$ cat src/rtl/cmd_proc.sv
// ---------------------------------------------------------------------------
// cmd_proc -- command processor between a UART wrapper and a small register
// file. A 16-bit command word is accepted from upstream and decoded.
// WRITE stores a byte, READ returns a byte, DELAY waits a programmable number
// of cycles, and any other opcode is rejected. A one-byte response is then
// handed back to the UART wrapper.
//
// Ports
//   clk          in   1   system clock, all state on rising edge
//   rst_n        in   1   asynchronous active-low reset
//   cmd          in  16   command word {opcode[15:12], ign[11:10], addr[9:8], data[7:0]}
//   cmd_rdy      in   1   level, new command available
//   clr_cmd_rdy  out  1   one-cycle pulse acknowledging the command upstream
//   resp         out  8   response byte, stable from RESP until back in IDLE
//   send_resp    out  1   one-cycle pulse, start response transmission
//   resp_sent    in   1   response transmission finished (honoured in WAIT_SENT only)
//   busy         out  1   high in every state except IDLE
//   regs         out 32   register file {reg3, reg2, reg1, reg0}
//
// Parameters
//   ACK  positive response byte
//   NAK  unknown-opcode response byte
// ---------------------------------------------------------------------------
module cmd_proc #(
    parameter logic [7:0] ACK = 8'hA5,
    parameter logic [7:0] NAK = 8'hEE
) (
    input  logic        clk,
    input  logic        rst_n,
    input  logic [15:0] cmd,
    input  logic        cmd_rdy,
    output logic        clr_cmd_rdy,
    output logic [7:0]  resp,
    output logic        send_resp,
    input  logic        resp_sent,
    output logic        busy,
    output logic [31:0] regs
);

    typedef enum logic [2:0] {
        IDLE      = 3'd0,
        EXEC      = 3'd1,
        DELAY     = 3'd2,
        RESP      = 3'd3,
        WAIT_SENT = 3'd4
    } state_t;

    localparam logic [3:0] OP_WRITE = 4'h1;
    localparam logic [3:0] OP_READ  = 4'h2;
    localparam logic [3:0] OP_DELAY = 4'h3;

    state_t      state_r;
    logic [15:0] cmd_r;
    logic [7:0]  cnt_r;
    logic [31:0] regs_r;
    logic [7:0]  resp_r;
    logic        clr_r;
    logic        send_r;
    logic        busy_r;

    // Field decode of the latched command word.
    logic [3:0]  opcode_s;
    logic [1:0]  addr_s;
    logic [7:0]  data_s;
    logic [4:0]  bit_idx_s;
    logic        unused_bits_s;

    assign opcode_s      = cmd_r[15:12];
    assign addr_s        = cmd_r[9:8];
    assign data_s        = cmd_r[7:0];
    assign bit_idx_s     = {addr_s, 3'b000};
    // cmd[11:10] carry no meaning; they are latched but never decoded.
    assign unused_bits_s = ^cmd_r[11:10];

    // Command FSM with all outputs and datapath registers.
    always_ff @(posedge clk or negedge rst_n) begin
        if (!rst_n) begin
            state_r <= IDLE;
            cmd_r   <= 16'h0000;
            cnt_r   <= 8'h00;
            regs_r  <= 32'h0000_0000;
            resp_r  <= 8'h00;
            clr_r   <= 1'b0;
            send_r  <= 1'b0;
            busy_r  <= 1'b0;
        end else begin
            // Pulses default low; the branches below raise them for one cycle.
            clr_r  <= 1'b0;
            send_r <= 1'b0;
            case (state_r)
                IDLE: begin
                    if (cmd_rdy) begin
                        cmd_r   <= cmd;
                        clr_r   <= 1'b1;
                        busy_r  <= 1'b1;
                        state_r <= EXEC;
                    end else begin
                        busy_r  <= 1'b0;
                    end
                end
                EXEC: begin
                    case (opcode_s)
                        OP_WRITE: begin
                            regs_r[bit_idx_s +: 8] <= data_s;
                            resp_r  <= ACK;
                            send_r  <= 1'b1;
                            state_r <= RESP;
                        end
                        OP_READ: begin
                            resp_r  <= regs_r[bit_idx_s +: 8];
                            send_r  <= 1'b1;
                            state_r <= RESP;
                        end
                        OP_DELAY: begin
                            cnt_r   <= data_s;
                            state_r <= DELAY;
                        end
                        default: begin
                            resp_r  <= NAK;
                            send_r  <= 1'b1;
                            state_r <= RESP;
                        end
                    endcase
                end
                DELAY: begin
                    // Counter value 0 is checked before decrementing, so a
                    // load of N spends N+1 cycles here.
                    if (cnt_r == 8'h00) begin
                        resp_r  <= ACK;
                        send_r  <= 1'b1;
                        state_r <= RESP;
                    end else begin
                        cnt_r   <= cnt_r - 8'h01;
                    end
                end
                RESP: begin
                    state_r <= WAIT_SENT;
                end
                WAIT_SENT: begin
                    if (resp_sent) begin
                        busy_r  <= 1'b0;
                        state_r <= IDLE;
                    end else begin
                        state_r <= WAIT_SENT;
                    end
                end
                default: begin
                    busy_r  <= 1'b0;
                    state_r <= IDLE;
                end
            endcase
        end
    end

    assign clr_cmd_rdy = clr_r;
    assign send_resp   = send_r;
    assign busy        = busy_r;
    assign resp        = resp_r;
    assign regs        = regs_r;

endmodule

$ cat config.mk
export PLATFORM = sky130hd
export DESIGN_NAME = cmd_proc
export DESIGN_NICKNAME = d
export VERILOG_FILES = /design/src/rtl/cmd_proc.sv
export SDC_FILE = /design/constraint.sdc
export NUM_CORES = 1
export LEC_CHECK = 0
export BUFFER_PORTS_ARGS = -buffer_cell sky130_fd_sc_hd__buf_2
export CAP_MARGIN = 20
export CORE_UTILIZATION = 55
export DETAILED_ROUTE_END_ITERATION = 6
export GPL_TIMING_DRIVEN = 0
export PLACE_DENSITY = 0.8
export SLEW_MARGIN = 20
export SYNTH_ARGS = -nofsm -noshare
export SYNTH_HDL_FRONTEND = slang
export SYNTH_SLANG_ARGS = --single-unit
export TNS_END_PERCENT = 1
$ cat constraint.sdc
create_clock -name clk -period 3.2 [get_ports clk]
set_clock_uncertainty 0.2 [all_clocks]
set_input_delay 0.32 -clock clk [delete_from_list [all_inputs] [get_ports clk]]
set_output_delay 0.32 -clock clk [all_outputs]
set_load 0.01 [all_outputs]
# == Yosys cells after proc, flatten, opt, wreduce, memory -nomap -nowiden ==
# Index checks and enable logic that the tools add are counted.
# op_classes
add_sub_neg,2
reduce_logical,10
shifts,3
n_mux,19
n_eq_ne,13
bitwise_logic,1
# op_table
op,count
32-bit bitwise mux,1
8-bit one-hot mux with 2 select lines,2
8-bit by 7-bit variable shift with 32-bit output (first input constant),1
32-bit by 6-bit variable part select with 8-bit output,1
8-bit by 7-bit variable part select with 32-bit output,1
8-bit 2-to-1 mux,3
8-bit one-hot mux with 3 select lines,1
3-bit one-hot mux with 5 select lines,1
2-bit inequality test (second input constant),6
3-bit 2-to-1 mux,3
4-bit by 2-bit equality test with 1-bit output (second input constant),2
8-bit zero test,1
2-bit AND reduction,4
8-bit by 1-bit subtractor with 8-bit output (second input constant),1
5-bit negator with 7-bit output,1
3-bit by 2-bit equality test with 1-bit output (second input constant),2
1-bit 2-to-1 mux,6
3-bit AND reduction,2
4-bit by 1-bit equality test with 1-bit output (second input constant),1
3-bit by 1-bit equality test with 1-bit output (second input constant),1
3-bit equality test (second input constant),1
3-bit zero test,1
1-bit one-hot mux with 3 select lines,1
3-bit OR reduction,1
other kinds (3),3
# totals
output_inout_bits,43
regBits,70
word_cells,56
in_bits,20

# == Depth between registers and ports, before layout ==
# depth
ltp_word,4
depth_mapped,7

# == Worst setup path before layout ==
# No wires, ideal clock.
# synth_path
path_kind,flip-flop to flip-flop
start,register cnt_r[4]
end,register cnt_r[1]
arrival_ps,2104
setup_ps,125
path_stages_with_launch,6
setup_slack_ps,771
required_time_ps,2875
cell_sequence,dfrtp_1 or4_1 buf_2 or4b_4 a21oi_4 mux2_4
# synth_via
elab_chain_cells,3
# synth_rtl
item,line_no,text
"start, declared",54,logic [7:0] cnt_r;
"start signal, assigned",115,cnt_r <= data_s;
"start signal, assigned",133,cnt_r <= cnt_r - 8'h01;
8-bit zero test,128,if (cnt_r == 8'h00) begin
2-bit inequality test (no source line),--,
3-bit AND reduction (no source line),--,
# Every way passes these cells.
# A chain may end at the register's enable or synchronous reset.

# == Final worst setup path ==
# layout_path
start,register cmd_r[9]
end,register regs_r[9] (netlist: regs[9])
# layout_via
elab_chain_cells,3
elab_cells_between_ends,4
classes_between,add/sub: 1; shift: 2; mux: 1
# layout_rtl
item,line_no,text
"start, declared",53,logic [15:0] cmd_r;
"start signal, assigned",93,cmd_r <= cmd;
5-bit negator with 7-bit output *,104,regs_r[bit_idx_s +: 8] <= data_s;
8-bit by 7-bit variable part select with 32-bit output or 8-bit by 7-bit variable shift with 32-bit output (tied branches),104,
32-bit bitwise mux *,104,
"end signal, assigned by index",104,
"end, declared",55,logic [31:0] regs_r;
# Every way passes the cells marked *; elsewhere a longest branch is shown, timed or not.

==> metrics <==
diode count=0; dpl hpwl=5290 microns; routability congestion estimate=0.893; WHS=0.0136 ns; Final Max Slew Viols=0; P_leak=1.83 nW; Yosys warnings=0; DRT iter0 DRCs=174; drt total wl=7670 microns; worst slew pin tran=1.06 ns; Setup TNS=0 ns; root buffer cell=clkbuf_8; crit path max fanout=9; Post-synth EDFFs=0; Crit-path slowest cell=nor3b_1; height of the die=78.8 microns; quantity of gates resized following cts=0; port bufs=60; Total GRT Usage=0.271; via/cell ratio=5.72; RSZ-0062 raised after global routing=false; layout cells sized above 1=0.293; worst setup margin=0.308 ns; # fillers=432; Synth Register Bits=68; Crit Path Class=flop to flop; number of global-route vias before repair=2,555; Syn Inst Count=305; initial antenna violation count=0; Starting Density=0.578; Main synth FF type=dfrtp_1; Critical Path End Type=flop; CP Data Required Time=3.27 ns; sequential-to-total area share from yosys stat=0.525; Routed Antenna Nets=0; Post-Place Worst Slack=0.397 ns; worst skew pair latency=0.35 ns; Post-route DRC=0; status=complete, no violations; HP Class=input pin to flop; H-tree levels=3; CTS max path bufs=2; Vias=2,677; Clock Sinks=68; Num CTS Buffers=9; first drt pass iteration count=4; Max rail drop VDD=516 uV; delay of the slowest critical-path stage=0.87 ns; final worst-path cycle share=0.904; Final Hold Viols=0; TritonCTS clock tree=built; Die W=78.8 microns; Setup Fix Bufs, Post-CTS=0; die area=0.00620 sq mm; Core ar.=0.00561 sq mm; max frequency=346 MHz; Synth cell types=45; most common cell after layout, fill and taps aside=nand2_1; worst path arrival time=2.97 ns; Setup Viol. Count Final=0; maxcap violations=0; CP cell instances=clkbuf_1, inv_1, ha_1, nor3b_1, nand2_1, o21ai_0; FP Rows=27; Async SR Flop Fraction=1.00; fin crit period=2.89 ns; Reg clk slew, reported paths=0.08 ns; most frequent cells in the layout=nand2_1 (72), dfrtp_1 (68), buf_2 (63); Final #Nets=418; synthesized area=0.00324 sq mm; startpoint types=flop; first-pass GRT wire length=12,300 microns; area delta synth->final=23.3%; power per cell area=867 mW/mm^2; Slew headroom=0.290; io pins=63; total gr overflow=0; Mean Syn Cell Area=10.6 sq um; largest net degree at the start of global routing=37; Routed WL per cell=16.4 microns; Post-Syn Nets=332; CTS Hold Bufs=14
[where the power goes]
group,switching (mW),internal (mW),leakage (nW)
clock network,0.338,0.379,0.0983
logic,0.696,0.609,0.856
registers,0.311,1.13,0.871
total,1.35,2.12,1.83
[path summary, 6_finish.rpt]
path	start	end	slack (ns)	cells past startpoint
max in group asynchronous	rst_n	cnt_r[6]	2.02	3
min	cmd[0]	cmd_r[0]	0.01	2
max	cmd_r[9]	regs[9]	0.31	6
min in group asynchronous	rst_n	resp[0]	0.25	2
max reg2reg	cmd_r[9]	regs[9]	0.31	6
min reg2reg	regs[15]	regs[15]	0.31	2
[cell usage after synthesis (2+ instances only)]
| cell | n | share of area |
|---|---|---|
| a211oi_1 | 3 | 0.0069 |
| a21oi_1 | 4 | 0.0062 |
| a221o_1 | 3 | 0.0093 |
| a2bb2oi_1 | 2 | 0.0054 |
| buf_2 | 4 | 0.0062 |
| clkbuf_1 | 9 | 0.010 |
| dfrtp_1 | 68 | 0.53 |
| ha_1 | 7 | 0.027 |
| inv_1 | 8 | 0.0093 |
| mux2_2 | 13 | 0.045 |
| mux2i_1 | 5 | 0.015 |
| mux4_2 | 8 | 0.056 |
| nand2_1 | 72 | 0.083 |
| nand3_1 | 6 | 0.0093 |
| nor2_1 | 11 | 0.013 |
| nor2b_1 | 2 | 0.0039 |
| nor3_1 | 4 | 0.0062 |
| nor3b_1 | 4 | 0.0093 |
| nor4_1 | 3 | 0.0058 |
| o211ai_1 | 4 | 0.0093 |
| o21ai_0 | 39 | 0.060 |
| or2_2 | 2 | 0.0039 |
| or3b_2 | 2 | 0.0054 |
[metrics by stage]
stage	util	total power [mW]	instance area, sq um	cells
finish	0.712	3.46	4000	468
global route	0.712	3.68	4000	468
CTS	0.712	3.46	4000	468
detailed placement	0.651	2.73	3650	438
global placement	0.647	2.68	3630	437
floorplan	-	2.31	3240	305
[sequential cells by signal (all words and copies together), names as in the netlist]
register / flops
busy: 1
state_r: 3
send_resp: 1
clr_cmd_rdy: 1
resp: 8
regs: 32
cnt_r: 8
cmd_r: 14
[metal layers]
metal  share of wire  global-route usage
met5               0                   0
met4           0.027               0.131
met3           0.085              0.0816
met1            0.43               0.354
met2            0.46               0.413
[layout make-up]
class | instances | area [sq um] | share of cell area
multi-input cells | 215 | 1450 | 0.363
inverters | 9 | 33.8 | 0.00846
plain buffers | 13 | 53.8 | 0.0135
clock inverters | 6 | 63.8 | 0.0160
well taps | 72 | 90.1 | 0.0225
clock buffers | 10 | 138 | 0.0345
repair buffers | 75 | 463 | 0.116
flip-flops and latches | 68 | 1700 | 0.426
[cell families (layout without fill, tap and decap cells)]
logic type | Yosys count | after routing | share of synthesized area
and+or+nand+nor | 118 | 118 | 0.179
buffers and inverters | 22 | 113 | 0.0270
muxes | 27 | 27 | 0.121
adders and majority gates | 7 | 7 | 0.0270
DFF | 68 | 68 | 0.525
AOI/OAI and AO/OA | 63 | 63 | 0.121
[critical path: cells and delay by family, from the launching register on]
kind | cells | cell delay [ns]
adders and majority gates | 1 | 0.38
and+or+nand+nor | 2 | 1.03
buffers and inverters | 2 | 0.64
AOI/OAI and AO/OA | 1 | 0.19
DFF | 1 | 0.37
(Power assumes the default switching activity.)
